File: config.mk
export PLATFORM = sky130hd
export DESIGN_NAME = mmm_seq
export DESIGN_NICKNAME = d
export VERILOG_FILES = /design/src/rtl/mmm_seq_pkg.sv /design/src/rtl/mmm_iteration.sv /design/src/rtl/mmm_seq.sv
export SDC_FILE = /design/constraint.sdc
export NUM_CORES = 1
export LEC_CHECK = 0
export ABC_CLOCK_PERIOD_IN_PS = 5600
export BUFFER_PORTS_ARGS = -buffer_cell sky130_fd_sc_hd__buf_2
export CELL_PAD_IN_SITES_DETAIL_PLACEMENT = 0
export CELL_PAD_IN_SITES_GLOBAL_PLACEMENT = 1
export CORE_MARGIN = 4
export CORE_UTILIZATION = 45
export CTS_CLUSTER_DIAMETER = 120
export DETAILED_ROUTE_END_ITERATION = 10
export PLACE_DENSITY_LB_ADDON = 0.1
export SYNTH_ARGS = -nofsm -noshare
export SYNTH_HDL_FRONTEND = slang
export SYNTH_SLANG_ARGS = --single-unit
File: constraint.sdc
create_clock -name clk -period 5.6 [get_ports clk]
set_input_delay 1.12 -clock clk [delete_from_list [all_inputs] [get_ports clk]]
set_output_delay 1.12 -clock clk [all_outputs]
set_load 0.02 [all_outputs]
File: src/rtl/mmm_seq_pkg.sv
// Shared types and helpers for the sequential Montgomery multiplier.
// The optional operand check is enabled with the MMM_SEQ_OPCHECK_EN macro.
package mmm_seq_pkg;

  typedef enum logic [1:0] {
    IDLE  = 2'd0,
    RUN   = 2'd1,
    FINAL = 2'd2,
    DONE  = 2'd3
  } state_e;

  // Iteration counter width; a single bit still suffices when n_bits is 2.
  function automatic int cnt_width(input int n_bits);
    return (n_bits <= 2) ? 1 : $clog2(n_bits);
  endfunction

endpackage

File: src/rtl/mmm_iteration.sv
// One radix-2 Montgomery step: s_o = (s_i + a_bit*b + q*n) / 2, with q
// chosen so the sum is even. Purely combinational.
module mmm_iteration
  import mmm_seq_pkg::*;
#(
  parameter int N = 32
) (
  input  logic [N:0]   s_i,
  input  logic         a_bit_i,
  input  logic [N-1:0] b_i,
  input  logic [N-1:0] n_i,
  output logic [N:0]   s_o
);

  logic [N+1:0] t1_s;
  logic [N+1:0] t2_s;
  logic         q_s;

  // s stays below 2n, so s + b + n fits in N+2 bits before the halving.
  always_comb begin
    t1_s = {1'b0, s_i} + (a_bit_i ? {2'b00, b_i} : {(N+2){1'b0}});
    q_s  = t1_s[0];
    t2_s = t1_s + (q_s ? {2'b00, n_i} : {(N+2){1'b0}});
    s_o  = t2_s[N+1:1];
  end

endmodule

File: src/rtl/mmm_seq.sv
// Sequential Montgomery multiplier: y = a*b*2^-N mod n over N+2 busy cycles.
// Defining MMM_SEQ_OPCHECK_EN adds a registered operand-check flag on err.
module mmm_seq
  import mmm_seq_pkg::*;
#(
  parameter int N = 32
) (
  input  logic         clk,
  input  logic         rst_n,
  input  logic         in_valid,
  output logic         in_ready,
  input  logic [N-1:0] a,
  input  logic [N-1:0] b,
  input  logic [N-1:0] n,
  output logic         out_valid,
  input  logic         out_ready,
  output logic [N-1:0] y,
  output logic         err
);

  localparam int             CW       = cnt_width(N);
  localparam logic [CW-1:0]  CNT_LAST = CW'(N - 1);
  localparam logic [CW-1:0]  CNT_ONE  = CW'(1);

  state_e       state_q, state_d;
  logic [N-1:0] a_q, a_d;
  logic [N-1:0] b_q, b_d;
  logic [N-1:0] n_q, n_d;
  logic [N-1:0] y_q, y_d;
  logic [N:0]   s_q, s_d;
  logic [N:0]   s_next_s;
  logic [N:0]   s_diff_s;
  logic [CW-1:0] cnt_q, cnt_d;
  logic         accept_s;

  mmm_iteration #(.N(N)) u_iter (
    .s_i     (s_q),
    .a_bit_i (a_q[0]),
    .b_i     (b_q),
    .n_i     (n_q),
    .s_o     (s_next_s)
  );

  assign in_ready  = (state_q == IDLE);
  assign out_valid = (state_q == DONE);
  assign accept_s  = in_valid && in_ready;
  assign y         = y_q;

  // Next-state and datapath register updates; everything holds by default.
  always_comb begin
    state_d  = state_q;
    a_d      = a_q;
    b_d      = b_q;
    n_d      = n_q;
    s_d      = s_q;
    cnt_d    = cnt_q;
    y_d      = y_q;
    s_diff_s = s_q - {1'b0, n_q};
    case (state_q)
      IDLE: begin
        if (accept_s) begin
          a_d     = a;
          b_d     = b;
          n_d     = n;
          s_d     = {(N+1){1'b0}};
          cnt_d   = {CW{1'b0}};
          state_d = RUN;
        end else begin
          state_d = IDLE;
        end
      end
      RUN: begin
        s_d   = s_next_s;
        a_d   = a_q >> 1;
        cnt_d = cnt_q + CNT_ONE;
        if (cnt_q == CNT_LAST) begin
          state_d = FINAL;
        end else begin
          state_d = RUN;
        end
      end
      FINAL: begin
        y_d     = (s_q >= {1'b0, n_q}) ? s_diff_s[N-1:0] : s_q[N-1:0];
        state_d = DONE;
      end
      DONE: begin
        if (out_ready) begin
          state_d = IDLE;
        end else begin
          state_d = DONE;
        end
      end
      default: begin
        state_d = IDLE;
      end
    endcase
  end

  // State and datapath registers.
  always_ff @(posedge clk or negedge rst_n) begin
    if (!rst_n) begin
      state_q <= IDLE;
      a_q     <= {N{1'b0}};
      b_q     <= {N{1'b0}};
      n_q     <= {N{1'b0}};
      y_q     <= {N{1'b0}};
      s_q     <= {(N+1){1'b0}};
      cnt_q   <= {CW{1'b0}};
    end else begin
      state_q <= state_d;
      a_q     <= a_d;
      b_q     <= b_d;
      n_q     <= n_d;
      y_q     <= y_d;
      s_q     <= s_d;
      cnt_q   <= cnt_d;
    end
  end

`ifdef MMM_SEQ_OPCHECK_EN
  logic err_q, err_d;

  // Flag an even modulus or an operand that is not reduced, captured on accept.
  always_comb begin
    if (accept_s) begin
      err_d = (n[0] == 1'b0) || (a >= n) || (b >= n);
    end else begin
      err_d = err_q;
    end
  end

  // Operand-check flag register.
  always_ff @(posedge clk or negedge rst_n) begin
    if (!rst_n) begin
      err_q <= 1'b0;
    end else begin
      err_q <= err_d;
    end
  end

  assign err = err_q;
`else
  assign err = 1'b0;
`endif

endmodule

Word-level counts from Yosys, hierarchy flattened
Cells that the tools add are included.
Word-level totals
  bits of input ports: 100
  bits in registers: 168
  output and inout bits: 35
Cells by class
  order comparisons: 1
  reduce and logical (&&, ||, !) cells: 5
  mux-type cells: 13
  equality and inequality tests: 5
  add/subtract/negate cells: 4
Operators by type and width (count)
  2-to-1 mux 32 bit: 4
  one-hot mux 33 bit (2 select lines): 1
  one-hot mux 32 bit (2 select lines): 1
  adder 33 x 32 -> 34 bit: 1
  adder 34 bit: 1
  >= comparator 33 x 32 -> 1 bit: 1
  2-to-1 mux 33 bit: 1
  subtractor 32 bit: 1
  one-hot mux 5 bit (2 select lines): 1
  one-hot mux 2 bit (4 select lines): 1
  adder 5 x 1 -> 5 bit (second input constant): 1
  equality test 5 bit (second input constant): 1
  2-to-1 mux 5 bit: 1
  equality test 2 bit (second input constant): 2
  2-to-1 mux 2 bit: 2
  AND reduction 2 bit: 2
  equality test 2 x 1 -> 1 bit (second input constant): 1
  logical NOT 2 bit: 1
  inequality test 2 x 1 -> 1 bit (second input constant): 1
  nonzero test 2 bit: 1
  logical AND 1 bit: 1
  2-to-1 mux 1 bit: 1

Logic depth before layout (Yosys ltp)
Gate-level depths: netlist (run 1).
  word-level depth: 5
  gate-level depth with buffers: 28
  depth with buffers taken out: 27

Modules after synthesis
Synthesis (run 1) repeated with hierarchy kept, for this count alone.
Unflattened totals
  cells, all modules: 1500
  area, all modules: 12281.8 sq um
By module, submodules not included
  mmm_seq: cells each 985, area an instance 8667.1 sq um, instances 1
  mmm_iteration: cells each 515, area an instance 3614.7 sq um, instances 1

Worst setup path after synthesis (run 1)
No wires, ideal clock.
  path type: register -> register
  start point: register a_q[0]
  end point: register s_q[31]
  path buffers: 1
  library setup time: 0.130 ns
  stages on the path, launching flop included: 29
  data arrival time: 4.914 ns
  data required time: 5.470 ns
  period minus slack after synthesis: 5.044 ns
  path slack: 0.556 ns
  cell sequence: dfrtp_1 -> clkbuf_1 -> and2_1 -> ha_1 -> inv_1 -> fa_1 -> nor2b_1 -> o21ai_1 -> a21oi_1 -> o21ai_1 -> a31oi_1 -> o21ai_0 -> nor2_1 -> nor2_1 -> nor2_1 -> nor2_1 -> xnor2_1 -> ha_1 -> o21ai_0 -> nor2_1 -> o31a_1 -> a311oi_2 -> a31o_2 -> o211ai_2 -> a311o_1 -> a21o_1 -> a31oi_1 -> xnor2_1 -> o21ai_1
Between the ends
  cells in the longest elaborated chain, start to end: 5
RTL lines
  start: declaration: RTL line mmm_seq.sv:26  | logic [N-1:0] a_q, a_d;
  start signal: assignment: RTL line mmm_seq.sv:103  | a_q <= {N{1'b0}};
  2-to-1 mux 32 bit *: RTL line mmm_iteration.sv:21  | t1_s = {1'b0, s_i} + (a_bit_i ? {2'b00, b_i} : {(N+2){1'b0}});
  adder 33 x 32 -> 34 bit *: RTL line mmm_iteration.sv:21
  2-to-1 mux 32 bit: RTL line mmm_iteration.sv:23  | t2_s = t1_s + (q_s ? {2'b00, n_i} : {(N+2){1'b0}});
  adder 34 bit *: RTL line mmm_iteration.sv:23
  one-hot mux 33 bit (2 select lines) *: RTL line mmm_seq.sv:59  | case (state_q)
  end signal: assignment: RTL line mmm_seq.sv:107  | s_q <= {(N+1){1'b0}};
  end: declaration: RTL line mmm_seq.sv:30  | logic [N:0] s_q, s_d;
Every way passes the cells marked *; elsewhere a longest branch is shown, timed or not.
A chain may end at the register's enable or synchronous reset.

Worst setup path after layout (run 1)
Same ends and word-level chain as after synthesis.

==> impl_metrics.prom, run 1 <==
# TYPE chip_impl_metric gauge
chip_impl_info{name="criticalPathCategory",value="reg2reg"} 1
chip_impl_info{name="crit-reg2reg-launch",value="a_q[0]$_DFFE_PN0P_"} 1
chip_impl_metric{name="number_of_top_level_design_ports",unit=""} 135
chip_impl_info{name="crit_path_frequent_cell",value="sky130_fd_sc_hd__a21o_1"} 1
chip_impl_metric{name="placeableCoreArea",unit="mm2"} 0.0254
chip_impl_metric{name="full_die_area",unit="mm2"} 0.0287
chip_impl_metric{name="io_buffer_count",unit=""} 133
chip_impl_metric{name="synth_compound_gate_area_share",unit="%"} 21.1
chip_impl_metric{name="cts_buffers",unit=""} 17
chip_impl_metric{name="nNetsFinal",unit=""} 1729
chip_impl_metric{name="yosysUniqueCellTypes",unit=""} 67
chip_impl_info{name="outcome",value="completed"} 1
chip_impl_info{name="critical-path-top-delay-family",value="compound AO/OA/AOI/OAI gates"} 1
chip_impl_metric{name="adder_and_majority_cell_fraction_of_the_synthesized_area",unit="%"} 10.9
chip_impl_metric{name="comb_power_share",unit="%"} 65.4
chip_impl_metric{name="min_path_cells",unit=""} 2
chip_impl_metric{name="dpl_hpwl",unit="um"} 24000
chip_impl_metric{name="flow.area_growth_from_synthesis",unit="%"} 13.4
chip_impl_metric{name="timing_worst_slew_pin_value",unit="ns"} 1.11
chip_impl_metric{name="synthXorXnorAreaFrac",unit="%"} 5.90
chip_impl_info{name="clk_root_buffer_cell",value="sky130_fd_sc_hd__clkbuf_16"} 1
chip_impl_info{name="synth_flop_cell",value="sky130_fd_sc_hd__dfrtp_1"} 1
chip_impl_metric{name="critical_path_buf_inv_count",unit=""} 1
chip_impl_metric{name="synth.ff_latch_count",unit=""} 168
chip_impl_info{name="netlist.top_cell.by_area",value="sky130_fd_sc_hd__dfrtp_1"} 1
chip_impl_info{name="synth.top_cells.by_area",value="sky130_fd_sc_hd__dfrtp_1 36%, sky130_fd_sc_hd__ha_1 10%, sky130_fd_sc_hd__nand2_1 9.4%"} 1
chip_impl_metric{name="reg2reg_depth",unit=""} 26
chip_impl_metric{name="synth.yosys.seq_area_share",unit="%"} 35.8
chip_impl_metric{name="wire_length_of_the_first_global_routing_pass",unit="um"} 51300
chip_impl_metric{name="fin_crit_sh",unit="%"} 93.1
chip_impl_metric{name="power.sequential.fraction",unit="%"} 23.1
chip_impl_metric{name="power.total",unit="mW"} 10.2
chip_impl_metric{name="routabilityCongestion",unit=""} 0.864
chip_impl_metric{name="initialDrtViolationCount",unit=""} 522
chip_impl_metric{name="antenna_cells_inserted",unit=""} 0
chip_impl_metric{name="final_hold_viol_count",unit=""} 0
chip_impl_metric{name="synthesis.area",unit="mm2"} 0.0117
chip_impl_metric{name="synth_edf_count",unit=""} 0
chip_impl_metric{name="die_height",unit="um"} 169
chip_impl_metric{name="asyncSetResetFlopFracSynth",unit="%"} 100
chip_impl_info{name="cts_tree",value="yes"} 1
chip_impl_metric{name="drt_first_pass_iters",unit=""} 5
chip_impl_metric{name="cts_buffer_depth",unit=""} 2
chip_impl_metric{name="period_needed",unit="ns"} 5.21
chip_impl_metric{name="grt_overflow",unit=""} 0
chip_impl_metric{name="number_of_global_route_vias_before_repair",unit=""} 9636
chip_impl_metric{name="clock_skew",unit="ns"} 0.0170
chip_impl_metric{name="grt_max_degree",unit=""} 89
chip_impl_metric{name="timing.final.max_slew_violations",unit=""} 0
chip_impl_metric{name="drt_wl_total",unit="um"} 31700
chip_impl_metric{name="timing.final.setup_violations",unit=""} 0
chip_impl_metric{name="post_synth_and_or_nand_nor_area_fraction",unit="%"} 21.5
chip_impl_metric{name="antenna_found_initial",unit=""} 1
chip_impl_metric{name="final_util",unit="%"} 52.4
chip_impl_metric{name="max_vdd_drop",unit="uV"} 273
chip_impl_metric{name="clkPwrFrac",unit="%"} 11.5
chip_impl_metric{name="postSynthCellCount",unit=""} 1429
chip_impl_metric{name="pwr_density_cell",unit="mW/mm2"} 769
chip_impl_metric{name="initial_utilization",unit="%"} 46.2
chip_impl_metric{name="switchingPower",unit="mW"} 4.94
chip_impl_info{name="hp-class",value="reg2reg"} 1
chip_impl_metric{name="cts_max_level",unit=""} 4
chip_impl_metric{name="grt_use_total",unit="%"} 22.2
chip_impl_metric{name="fin_setup_tns",unit="ns"} 0
chip_impl_metric{name="drc_errors_left",unit=""} 0
chip_impl_metric{name="drive_above_1_share",unit="%"} 13.6
chip_impl_metric{name="critical-path-max-stage-delay",unit="ns"} 0.45
chip_impl_metric{name="worstSkewPairLatency",unit="ns"} 0.43
chip_impl_metric{name="drt-wirelength-per-cell",unit="um"} 16.9
chip_impl_metric{name="routed-via-count",unit=""} 10006
chip_impl_metric{name="crit_path_max_fanout",unit=""} 8
chip_impl_metric{name="required",unit="ns"} 5.89
chip_impl_info{name="worst_path_max_delay_cell",value="sky130_fd_sc_hd__dfrtp_2"} 1
chip_impl_info{name="worst_hold_startpoint",value="b_q[25]$_DFFE_PN0P_"} 1
chip_impl_metric{name="syn_area_per_cell",unit="um2"} 8.21
chip_impl_metric{name="path_clk_slew",unit="ns"} 0.08
chip_impl_metric{name="netSwitchingFraction",unit="%"} 48.3
chip_impl_metric{name="die_w",unit="um"} 169
chip_impl_info{name="endpoint_kind",value="register"} 1
chip_impl_info{name="combinational_family_with_the_most_area_after_synthesis",value="simple AND/OR/NAND/NOR gates"} 1
chip_impl_metric{name="intPower",unit="mW"} 5.29
chip_impl_metric{name="synth_largest_type_area_fraction",unit="%"} 35.8
chip_impl_metric{name="yosys_warnings",unit=""} 0
chip_impl_info{name="post-synth-top-count-cell",value="sky130_fd_sc_hd__nand2_1"} 1
chip_impl_metric{name="viasPerCell",unit=""} 5.35
chip_impl_info{name="grt_setup_unrepaired",value="no"} 1
chip_impl_metric{name="tritoncts_num_sinks",unit=""} 168
chip_impl_metric{name="drv_cap",unit=""} 0
chip_impl_metric{name="row_count",unit=""} 58
chip_impl_metric{name="power.static_leakage",unit="nW"} 6.65
chip_impl_info{name="synth.cells.most_frequent",value="295 x sky130_fd_sc_hd__nand2_1, 168 x sky130_fd_sc_hd__dfrtp_1, 121 x sky130_fd_sc_hd__o21ai_0, 97 x sky130_fd_sc_hd__ha_1, 96 x sky130_fd_sc_hd__a21oi_1"} 1
chip_impl_metric{name="slew-limit-headroom",unit="%"} 25.8
chip_impl_metric{name="worst_r2r_setup_slack",unit="ns"} 0.39
chip_impl_info{name="start_kind",value="register"} 1
chip_impl_metric{name="worst_ep_arrival_time",unit="ns"} 5.50
chip_impl_metric{name="fmaxAchievable",unit="MHz"} 192
chip_impl_info{name="critical_path.reg2reg.endpoint",value="s_q[31]$_DFFE_PN0P_"} 1
chip_impl_metric{name="drtAntennaViolNets",unit=""} 0
chip_impl_info{name="timing.hold.worst_endpoint",value="b_q[25]$_DFFE_PN0P_"} 1
chip_impl_metric{name="syn_nets",unit=""} 1629
chip_impl_metric{name="yosys-mux-area-fraction",unit="%"} 0.778
==> registers in the layout (all words and copies together), names as in the netlist <==
name     cells
y           32
s_q         33
a_q         32
state_q      2
b_q         32
cnt_q        5
n_q         32
==> power by group through the flow <==
stage / registers [mW] / logic, mW / clock network [mW]
finish: 2.36 / 6.70 / 1.18
global route: 2.43 / 7.58 / 1.26
CTS: 2.36 / 6.67 / 1.21
detailed placement: 2.38 / 6.63 / 0
global placement: 2.36 / 6.62 / 0
floorplan: 2.27 / 5.17 / 0
==> layout by cell type, fill, tap and decap left out, types with 9 or more instances in the layout <==
cell type,count
sky130_fd_sc_hd__nor3_1,15
sky130_fd_sc_hd__xor2_1,28
sky130_fd_sc_hd__nand3_1,38
sky130_fd_sc_hd__buf_2,132
sky130_fd_sc_hd__xnor2_1,51
sky130_fd_sc_hd__o21ai_0,120
sky130_fd_sc_hd__buf_4,9
sky130_fd_sc_hd__clkbuf_16,17
sky130_fd_sc_hd__a21o_1,42
sky130_fd_sc_hd__a21oi_1,95
sky130_fd_sc_hd__o21a_1,14
sky130_fd_sc_hd__a31oi_1,10
sky130_fd_sc_hd__nor2b_1,9
sky130_fd_sc_hd__a22oi_1,31
sky130_fd_sc_hd__a211oi_1,10
sky130_fd_sc_hd__inv_1,60
sky130_fd_sc_hd__and2_1,67
sky130_fd_sc_hd__nand4_1,12
sky130_fd_sc_hd__o21bai_1,13
sky130_fd_sc_hd__dfrtp_1,167
sky130_fd_sc_hd__and3_1,14
sky130_fd_sc_hd__nor2_1,60
sky130_fd_sc_hd__ha_1,97
sky130_fd_sc_hd__nand2_1,294
sky130_fd_sc_hd__nand2b_1,15
==> worst max-delay path by stage <==
stage	cells past startpoint	to	startpoint
6_report	26	s_q[31]$_DFFE_PN0P_	a_q[0]$_DFFE_PN0P_
5_1_grt	26	s_q[31]$_DFFE_PN0P_	a_q[0]$_DFFE_PN0P_
4_1_cts	26	s_q[31]$_DFFE_PN0P_	a_q[0]$_DFFE_PN0P_
3_5_place_dp	26	s_q[31]$_DFFE_PN0P_	a_q[0]$_DFFE_PN0P_
3_3_place_gp	27	s_q[31]$_DFFE_PN0P_	a_q[0]$_DFFE_PN0P_
2_1_floorplan	28	s_q[31]$_DFFE_PN0P_	a_q[0]$_DFFE_PN0P_
==> metrics by stage <==
stage,instance area [um2],setup slack (ns),std cells,hold slack (ns)
2_1_floorplan,11700,0.556,1429,0.438
3_3_place_gp,12700,0.206,1838,0.450
3_5_place_dp,12700,0.134,1838,0.454
4_1_cts,13300,0.111,1870,0.472
5_1_grt,13300,0.0209,1872,0.488
6_report,13300,0.387,1872,0.470
==> layout make-up <==
| type | instances | area (um2) |
|---|---|---|
| Multi-Input combinational cell | 1138 | 7130 |
| Fill cell | 2535 | 12100 |
| Sequential cell | 168 | 4210 |
| Inverter | 60 | 225 |
| Clock inverter | 13 | 138 |
| Tap cell | 330 | 413 |
| Clock buffer | 19 | 433 |
| Timing Repair Buffer | 144 | 764 |
==> cells by family (layout without fill, tap and decap cells) <==
kind of cell               Yosys count  in the layout
adders and majority gates          100            100
other                                1              1
muxes                                9              9
AOI/OAI and AO/OA                  396            396
xor gates and xnor gates            79             79
DFF                                168            168
and+or+nand+nor                    553            553
buffers and inverters              123            236
==> tightest hold or removal path, cell delays in order, from the launching register on <==
cell and delay, ns:
sky130_fd_sc_hd__dfrtp_1 0.34, sky130_fd_sc_hd__nand2_1 0.05, sky130_fd_sc_hd__nand2_1 0.05
==> what timing repair did <==
action / 4_1_cts / 5_1_grt
setup endpoints to repair: 0 / 5
buffers inserted: 0 / 2
hold buffers: 0 / 0
resized for setup: 0 / 10
==> routing by layer <==
| layer | GRT usage [%] | part of all wire (%) | vias up |
|---|---|---|---|
| met2 | 32.3 | 41 | 238 |
| met1 | 34.6 | 52 | 4585 |
| li1 | - | - | 5162 |
| met5 | 0 | 0.041 | - |
| met4 | 5.15 | 1.2 | 2 |
| met3 | 3.38 | 5.8 | 19 |
No activity file was read; power rests on OpenSTA's default activity.
==> run 2: changes to the inputs <==
--- a/config.mk
+++ b/config.mk
@@ -14,6 +14,9 @@
 export CTS_CLUSTER_DIAMETER = 120
 export DETAILED_ROUTE_END_ITERATION = 10
 export PLACE_DENSITY_LB_ADDON = 0.1
+export SETUP_SLACK_MARGIN = 0.05
+export SLEW_MARGIN = 0
 export SYNTH_ARGS = -nofsm -noshare
 export SYNTH_HDL_FRONTEND = slang
+export SYNTH_HIERARCHICAL = 1
 export SYNTH_SLANG_ARGS = --single-unit
==> run 2 against run 1 <==
Net effect:
- synthesized cell count rose by 5.0%
- non-clock buffer count up 3
- routed wire length grew 8.3%
- first-iteration DRC count grew 41%
- flip-flop and latch count stayed put
- critical path depth down 1
- sequential share of layout area down 1.2 points
- die area up 4.4%
- critical path type unchanged
- highest routed layer is now met4
==> impl_metrics.prom, run 2 <==
# TYPE chip_impl_metric gauge
chip_impl_metric{name="drt-wirelength-per-cell",unit="um"} 17.6
chip_impl_metric{name="synth_largest_type_area_fraction",unit="%"} 34.2
chip_impl_info{name="endpoint_kind",value="register"} 1
chip_impl_metric{name="grtUsageMet3",unit="%"} 3.30
chip_impl_metric{name="placed_cell_area",unit="mm2"} 0.0132
chip_impl_metric{name="antenna_cells_inserted",unit=""} 0
chip_impl_metric{name="slew-limit-headroom",unit="%"} 18.6
chip_impl_metric{name="hold_ws",unit="ns"} 0.468
chip_impl_metric{name="initial_utilization",unit="%"} 45.7
chip_impl_metric{name="cts_buffer_depth",unit=""} 2
chip_impl_metric{name="fillCellCount",unit=""} 2656
chip_impl_metric{name="number_of_top_level_design_ports",unit=""} 135
chip_impl_metric{name="timing.final.max_slew_violations",unit=""} 0
chip_impl_metric{name="drv_cap",unit=""} 0
chip_impl_info{name="largest_register",value="s_q"} 1
chip_impl_metric{name="postSynthCellCount",unit=""} 1500
chip_impl_info{name="synth.cells.most_frequent",value="342 x sky130_fd_sc_hd__nand2_1, 168 x sky130_fd_sc_hd__dfrtp_1, 110 x sky130_fd_sc_hd__o21ai_0, 97 x sky130_fd_sc_hd__ha_1, 92 x sky130_fd_sc_hd__a21oi_1"} 1
chip_impl_metric{name="placeableCoreArea",unit="mm2"} 0.0269
chip_impl_metric{name="routed-via-count",unit=""} 10721
chip_impl_metric{name="io_buffer_count",unit=""} 133
chip_impl_metric{name="routabilityCongestion",unit=""} 0.891
chip_impl_metric{name="worstSkewPairLatency",unit="ns"} 0.44
chip_impl_info{name="mostFrequentLayoutCell",value="sky130_fd_sc_hd__nand2_1"} 1
chip_impl_metric{name="drt_first_pass_iters",unit=""} 5
chip_impl_metric{name="drtAntennaViolNets",unit=""} 0
chip_impl_metric{name="cts_hold_buf",unit=""} 0
chip_impl_metric{name="post_cts_setup_inserts",unit=""} 0
chip_impl_metric{name="post_layout_nonfiller_instances",unit=""} 1952
chip_impl_metric{name="row_count",unit=""} 60
chip_impl_metric{name="full_die_area",unit="mm2"} 0.0300
chip_impl_metric{name="timing.final.setup_violations",unit=""} 0
chip_impl_metric{name="tritoncts_num_sinks",unit=""} 168
chip_impl_metric{name="yosysUniqueCellTypes",unit=""} 83
chip_impl_metric{name="clock_skew",unit="ns"} 0.0171
chip_impl_metric{name="syn_nets",unit=""} 1700
chip_impl_metric{name="cts_buffers",unit=""} 17
chip_impl_info{name="criticalPathCategory",value="reg2reg"} 1
chip_impl_metric{name="grt_use_total",unit="%"} 22.4
chip_impl_metric{name="layout.area.seq",unit="mm2"} 0.00420
chip_impl_metric{name="viasPerCell",unit=""} 5.49
chip_impl_info{name="hp-class",value="reg2reg"} 1
chip_impl_metric{name="wire_length_of_the_first_global_routing_pass",unit="um"} 55200
chip_impl_metric{name="drt_wl_total",unit="um"} 34300
chip_impl_metric{name="drc_errors_left",unit=""} 0
chip_impl_metric{name="antenna_found_initial",unit=""} 0
chip_impl_metric{name="die_height",unit="um"} 173
chip_impl_info{name="clk_root_buffer_cell",value="sky130_fd_sc_hd__clkbuf_16"} 1
chip_impl_info{name="start_kind",value="register"} 1
chip_impl_metric{name="fin_crit_sh",unit="%"} 91.3
chip_impl_metric{name="number_of_global_route_vias_before_repair",unit=""} 10341
chip_impl_info{name="cts_tree",value="yes"} 1
chip_impl_metric{name="period_needed",unit="ns"} 5.11
chip_impl_metric{name="grt_max_degree",unit=""} 92
chip_impl_metric{name="nNetsFinal",unit=""} 1798
chip_impl_metric{name="final_hold_viol_count",unit=""} 0
chip_impl_metric{name="synth_edf_count",unit=""} 0
chip_impl_info{name="synth_flop_cell",value="sky130_fd_sc_hd__dfrtp_1"} 1
chip_impl_metric{name="yosys_warnings",unit=""} 6
chip_impl_info{name="netlist.top_cell.by_area",value="sky130_fd_sc_hd__dfrtp_1"} 1
chip_impl_metric{name="cts_max_level",unit=""} 4
chip_impl_metric{name="path_clk_slew",unit="ns"} 0.07
chip_impl_metric{name="final_design_area_no_fill",unit="mm2"} 0.0138
chip_impl_metric{name="syn_area_per_cell",unit="um2"} 8.19
chip_impl_metric{name="asyncSetResetFlopFracSynth",unit="%"} 100
chip_impl_metric{name="die_w",unit="um"} 173
chip_impl_metric{name="grt_overflow",unit=""} 0
chip_impl_metric{name="synth.yosys.seq_area_share",unit="%"} 34.2
chip_impl_metric{name="largest_reg_flops",unit=""} 33
chip_impl_info{name="outcome",value="completed"} 1
chip_impl_metric{name="synth.ff_latch_count",unit=""} 168
chip_impl_metric{name="fmaxAchievable",unit="MHz"} 196
chip_impl_metric{name="worst_ep_arrival_time",unit="ns"} 5.38
chip_impl_metric{name="flow.area_growth_from_synthesis",unit="%"} 12.6
chip_impl_metric{name="initialDrtViolationCount",unit=""} 737
chip_impl_metric{name="use_met1",unit="%"} 34.7
chip_impl_info{name="grt_setup_unrepaired",value="yes"} 1
chip_impl_info{name="synth.top_cells.by_area",value="sky130_fd_sc_hd__dfrtp_1 34%, sky130_fd_sc_hd__nand2_1 10%, sky130_fd_sc_hd__ha_1 9.9%"} 1
chip_impl_metric{name="grt_util_met2",unit="%"} 33.4
chip_impl_metric{name="crit_path_max_fanout",unit=""} 9
chip_impl_metric{name="multi_input_area",unit="mm2"} 0.00761
chip_impl_metric{name="fin_setup_tns",unit="ns"} 0
chip_impl_metric{name="dpl_hpwl",unit="um"} 25900
chip_impl_info{name="busiest_layer",value="met1"} 1
chip_impl_metric{name="number_of_placed_instances_taps_included",unit=""} 1920
chip_impl_metric{name="synthesis.area",unit="mm2"} 0.0123
chip_impl_metric{name="required",unit="ns"} 5.87
chip_impl_metric{name="drive_above_1_share",unit="%"} 13.8
chip_impl_info{name="layout.cells.most_common_list",value="342 x sky130_fd_sc_hd__nand2_1, 168 x sky130_fd_sc_hd__dfrtp_1, 132 x sky130_fd_sc_hd__buf_2"} 1
chip_impl_info{name="post-synth-top-count-cell",value="sky130_fd_sc_hd__nand2_1"} 1
chip_impl_metric{name="timing_worst_slew_pin_value",unit="ns"} 1.22
chip_impl_metric{name="post_cts_resize_count",unit=""} 0
-- run 2: cell types whose count changed after synthesis, moves of 9 or more --
cell                       before  now
sky130_fd_sc_hd__nand2_1      295  342
sky130_fd_sc_hd__nand2b_1      16    6
sky130_fd_sc_hd__o21ai_1        7   24
sky130_fd_sc_hd__o21ai_0      121  110
sky130_fd_sc_hd__mux2i_1        8   21
sky130_fd_sc_hd__nand3_1       38   29
-- run 2: worst max-delay path, cell delays in order (launching register included) --
cell and delay (ns):
sky130_fd_sc_hd__dfrtp_1 0.44, sky130_fd_sc_hd__and2_1 0.17, sky130_fd_sc_hd__ha_1 0.21, sky130_fd_sc_hd__inv_1 0.07, sky130_fd_sc_hd__fa_1 0.20, sky130_fd_sc_hd__nor2b_1 0.07
sky130_fd_sc_hd__o31a_1 0.30, sky130_fd_sc_hd__o41ai_4 0.31, sky130_fd_sc_hd__o21bai_1 0.15, sky130_fd_sc_hd__a21o_1 0.19, sky130_fd_sc_hd__a21o_1 0.19, sky130_fd_sc_hd__a21o_1 0.18
sky130_fd_sc_hd__a21oi_1 0.18, sky130_fd_sc_hd__xnor2_1 0.10, sky130_fd_sc_hd__ha_1 0.27, sky130_fd_sc_hd__a21o_1 0.17, sky130_fd_sc_hd__a21o_1 0.16, sky130_fd_sc_hd__a22o_1 0.26
sky130_fd_sc_hd__nor3_2 0.27, sky130_fd_sc_hd__o32ai_2 0.15, sky130_fd_sc_hd__a211o_1 0.31, sky130_fd_sc_hd__a31o_2 0.25, sky130_fd_sc_hd__a21oi_2 0.15, sky130_fd_sc_hd__xnor2_1 0.07
sky130_fd_sc_hd__nand2_1 0.05, sky130_fd_sc_hd__o21ai_0 0.07
-- run 2: path summary, 6_finish.rpt --
path | slack, ns | to | cells after the start | from
max | 0.49 | s_q[29]$_DFFE_PN0P_ | 25 | a_q[0]$_DFFE_PN0P_
min | 0.47 | b_q[18]$_DFFE_PN0P_ | 2 | b_q[18]$_DFFE_PN0P_
max reg2reg | 0.49 | s_q[29]$_DFFE_PN0P_ | 25 | a_q[0]$_DFFE_PN0P_
min reg2reg | 0.47 | b_q[18]$_DFFE_PN0P_ | 2 | b_q[18]$_DFFE_PN0P_
max in group asynchronous | 3.86 | b_q[20]$_DFFE_PN0P_ | 2 | rst_n
min in group asynchronous | 0.74 | y[8]$_DFFE_PN0N_ | 1 | rst_n
-- run 2: stage by stage --
step,setup WS [ns],utilization (%)
after global routing,-0.00725,51.5
after detailed placement,0.363,49.1
after global placement,0.508,49.1
after floorplan,0.885,-
final,0.488,51.5
after CTS,0.333,51.4
-- run 2: layout make-up --
type / instances / share of cell area (%)
Clock buffer: 18 / 3.17
Clock inverter: 14 / 1.18
Inverter: 53 / 1.44
Multi-Input combinational cell: 1211 / 55.0
Sequential cell: 168 / 30.4
Tap cell: 341 / 3.08
Timing Repair Buffer: 147 / 5.71
-- run 2: kinds of logic after synthesis --
kind of cell / synth area share [%]
AOI/OAI and AO/OA: 21.2
xor gates and xnor gates: 5.42
adders and majority gates: 10.4
buffers and inverters: 4.17
DFF: 34.2
muxes: 1.80
other: 0.0305
and+or+nand+nor: 22.7
-- run 2: metal layers --
layer	up-vias	part of all wire [%]
li1	5422	-
met1	5052	53
met2	226	42
met3	21	4.5
met4	0	0.93
met5	-	0
Power of run 2 is not shown: default switching activity piles up to over one toggle a cycle in this logic, so the estimate is an artifact.
==> run 3: changes to the inputs <==
--- a/config.mk
+++ b/config.mk
@@ -15,8 +15,8 @@
 export DETAILED_ROUTE_END_ITERATION = 10
 export PLACE_DENSITY_LB_ADDON = 0.1
 export SETUP_SLACK_MARGIN = 0.05
+export SKIP_CTS_REPAIR_TIMING = 1
 export SLEW_MARGIN = 0
 export SYNTH_ARGS = -nofsm -noshare
 export SYNTH_HDL_FRONTEND = slang
-export SYNTH_HIERARCHICAL = 1
 export SYNTH_SLANG_ARGS = --single-unit
==> run 3 against run 2 <==
Net effect:
- flip-flop and latch count is the same
- sequential share of layout area grew 1.2 points
- critical endpoint is now s_q[32]$_DFFE_PN0P_
- critical path type unchanged
- routed wire length down 7.4%
- global-route usage shrank 0.27 points
- die area is 4.2% lower
==> impl_metrics.prom, run 3 (synthesis results as in run 1) <==
# TYPE chip_impl_metric gauge
chip_impl_info{name="outcome",value="completed"} 1
chip_impl_metric{name="max_vdd_drop",unit="uV"} 273
chip_impl_info{name="start_kind",value="register"} 1
chip_impl_metric{name="antenna_cells_inserted",unit=""} 0
chip_impl_metric{name="final_critical_path_setup_slack",unit="ns"} 0.378
chip_impl_metric{name="drtAntennaViolNets",unit=""} 0
chip_impl_metric{name="drt_first_pass_iters",unit=""} 5
chip_impl_metric{name="drt-wirelength-per-cell",unit="um"} 17.0
chip_impl_metric{name="drc_errors_left",unit=""} 0
chip_impl_metric{name="timing_worst_slew_pin_value",unit="ns"} 1.12
chip_impl_info{name="critical-path-top-delay-family",value="compound AO/OA/AOI/OAI gates"} 1
chip_impl_metric{name="full_die_area",unit="mm2"} 0.0287
chip_impl_metric{name="drt_wl_total",unit="um"} 31800
chip_impl_metric{name="timing.final.setup_violations",unit=""} 0
chip_impl_metric{name="flow.area_growth_from_synthesis",unit="%"} 13.4
chip_impl_metric{name="cts_buffers",unit=""} 17
chip_impl_info{name="crit_path_frequent_cell",value="sky130_fd_sc_hd__a21o_1"} 1
chip_impl_info{name="hp-class",value="reg2reg"} 1
chip_impl_metric{name="cts_buffer_depth",unit=""} 2
chip_impl_metric{name="clock_skew",unit="ns"} 0.0173
chip_impl_metric{name="slew-limit-headroom",unit="%"} 25.5
chip_impl_metric{name="fillCellCount",unit=""} 2535
chip_impl_info{name="cts_tree",value="yes"} 1
chip_impl_metric{name="timing.final.max_slew_violations",unit=""} 0
chip_impl_metric{name="multi_input_area",unit="mm2"} 0.00713
chip_impl_metric{name="fin_crit_sh",unit="%"} 93.3
chip_impl_metric{name="drv_cap",unit=""} 0
chip_impl_metric{name="period_needed",unit="ns"} 5.22
chip_impl_metric{name="crit_path_max_fanout",unit=""} 8
chip_impl_metric{name="nNetsFinal",unit=""} 1730
chip_impl_metric{name="pwr_density_cell",unit="mW/mm2"} 771
chip_impl_metric{name="routed-via-count",unit=""} 9996
chip_impl_metric{name="worstSkewPairLatency",unit="ns"} 0.43
chip_impl_metric{name="grt_max_degree",unit=""} 89
chip_impl_metric{name="routabilityCongestion",unit=""} 0.864
chip_impl_metric{name="fin_setup_tns",unit="ns"} 0
chip_impl_metric{name="power.static_leakage",unit="nW"} 6.66
chip_impl_metric{name="critical-path-max-stage-delay",unit="ns"} 0.45
chip_impl_info{name="criticalPathCategory",value="reg2reg"} 1
chip_impl_info{name="grt_setup_unrepaired",value="no"} 1
chip_impl_metric{name="antenna_found_initial",unit=""} 1
chip_impl_metric{name="critical_path_depth",unit=""} 25
chip_impl_metric{name="fmaxAchievable",unit="MHz"} 191
chip_impl_metric{name="critical_path_buf_inv_count",unit=""} 3
chip_impl_metric{name="min_path_cells",unit=""} 2
chip_impl_metric{name="row_count",unit=""} 58
chip_impl_metric{name="grt_use_total",unit="%"} 22.2
chip_impl_info{name="clk_root_buffer_cell",value="sky130_fd_sc_hd__clkbuf_16"} 1
chip_impl_metric{name="path_clk_slew",unit="ns"} 0.08
chip_impl_metric{name="reg2reg_depth",unit=""} 25
chip_impl_info{name="largest_register",value="s_q"} 1
chip_impl_metric{name="viasPerCell",unit=""} 5.34
chip_impl_metric{name="drive_above_1_share",unit="%"} 13.6
chip_impl_info{name="mostFrequentLayoutCell",value="sky130_fd_sc_hd__nand2_1"} 1
chip_impl_metric{name="final_hold_viol_count",unit=""} 0
chip_impl_metric{name="layout.area.seq",unit="mm2"} 0.00421
chip_impl_metric{name="die_height",unit="um"} 169
chip_impl_info{name="endpoint_kind",value="register"} 1
chip_impl_metric{name="cts_max_level",unit=""} 4
chip_impl_metric{name="grt_overflow",unit=""} 0
chip_impl_metric{name="die_w",unit="um"} 169
chip_impl_metric{name="largest_reg_flops",unit=""} 33
chip_impl_metric{name="io_buffer_count",unit=""} 133
chip_impl_metric{name="number_of_global_route_vias_before_repair",unit=""} 9636
chip_impl_metric{name="placeableCoreArea",unit="mm2"} 0.0254
chip_impl_metric{name="initial_utilization",unit="%"} 46.2
chip_impl_metric{name="dpl_hpwl",unit="um"} 24000
chip_impl_metric{name="wire_length_of_the_first_global_routing_pass",unit="um"} 51300
chip_impl_metric{name="initialDrtViolationCount",unit=""} 509
chip_impl_metric{name="tritoncts_num_sinks",unit=""} 168
chip_impl_metric{name="number_of_top_level_design_ports",unit=""} 135
chip_impl_metric{name="pre_cts_ws",unit="ns"} 0.134
chip_impl_metric{name="worst_ep_arrival_time",unit="ns"} 5.55
chip_impl_info{name="layout.cells.most_common_list",value="294 x sky130_fd_sc_hd__nand2_1, 167 x sky130_fd_sc_hd__dfrtp_1, 132 x sky130_fd_sc_hd__buf_2"} 1
chip_impl_metric{name="required",unit="ns"} 5.92
chip_impl_info{name="worst_path_max_delay_cell",value="sky130_fd_sc_hd__dfrtp_2"} 1
run 3: worst paths after layout:
| kind | startpoint | endpoint | slack [ns] |
|---|---|---|---|
| worst max-delay path | a_q[0]$_DFFE_PN0P_ | s_q[32]$_DFFE_PN0P_ | 0.38 |
| worst max register to register | a_q[0]$_DFFE_PN0P_ | s_q[32]$_DFFE_PN0P_ | 0.38 |
| max in group asynchronous | rst_n | a_q[8]$_DFFE_PN0P_ | 3.90 |
| worst min-delay path | b_q[25]$_DFFE_PN0P_ | b_q[25]$_DFFE_PN0P_ | 0.47 |
| min in group asynchronous | rst_n | y[3]$_DFFE_PN0P_ | 0.73 |
| worst min register to register | b_q[25]$_DFFE_PN0P_ | b_q[25]$_DFFE_PN0P_ | 0.47 |
run 3: area by class of cell:
class | count | area share [%]
timing repair buffer | 145 | 5.80
inverter | 60 | 1.69
multi-input combinational | 1138 | 53.5
sequential | 168 | 31.6
tap | 330 | 3.10
clock buffer | 19 | 3.25
clock inverter | 13 | 1.03
run 3: where the power goes:
group / leakage (nW) / total (mW) / switching [mW] / internal, mW
Clock: 0.273 / 1.18 / 0.550 / 0.627
Combinational: 4.30 / 6.72 / 3.88 / 2.84
Sequential: 2.08 / 2.36 / 0.519 / 1.84
run 3: through the flow:
step / hold slack, ns / utilization [%] / power [mW] / instances / area [um2]
final: 0.471 / 52.4 / 10.3 / 1873 / 13300
after global routing: 0.488 / 52.4 / 11.3 / 1873 / 13300
after CTS: 0.472 / 52.2 / 10.2 / 1870 / 13300
after detailed placement: 0.454 / 50.0 / 9.01 / 1838 / 12700
after global placement: 0.450 / 50.0 / 8.99 / 1838 / 12700
after floorplan: 0.438 / - / 7.45 / 1429 / 11700
run 3: worst reg2reg max path, delay by kind of cell (launching register included):
kind,cells,cell delay (ns)
and+or+nand+nor,2,0.29
xor gates and xnor gates,1,0.16
buffers and inverters,3,0.43
AOI/OAI and AO/OA,17,3.13
adders and majority gates,2,0.67
DFF,1,0.45
run 3: per-layer routing:
metal	vias to the layer above	routed length, um	global-route usage (%)
li1	5160	-	-
met1	4574	16700	34.6
met2	241	13000	32.3
met3	19	1690	3.38
met4	2	375	5.15
met5	-	13	0
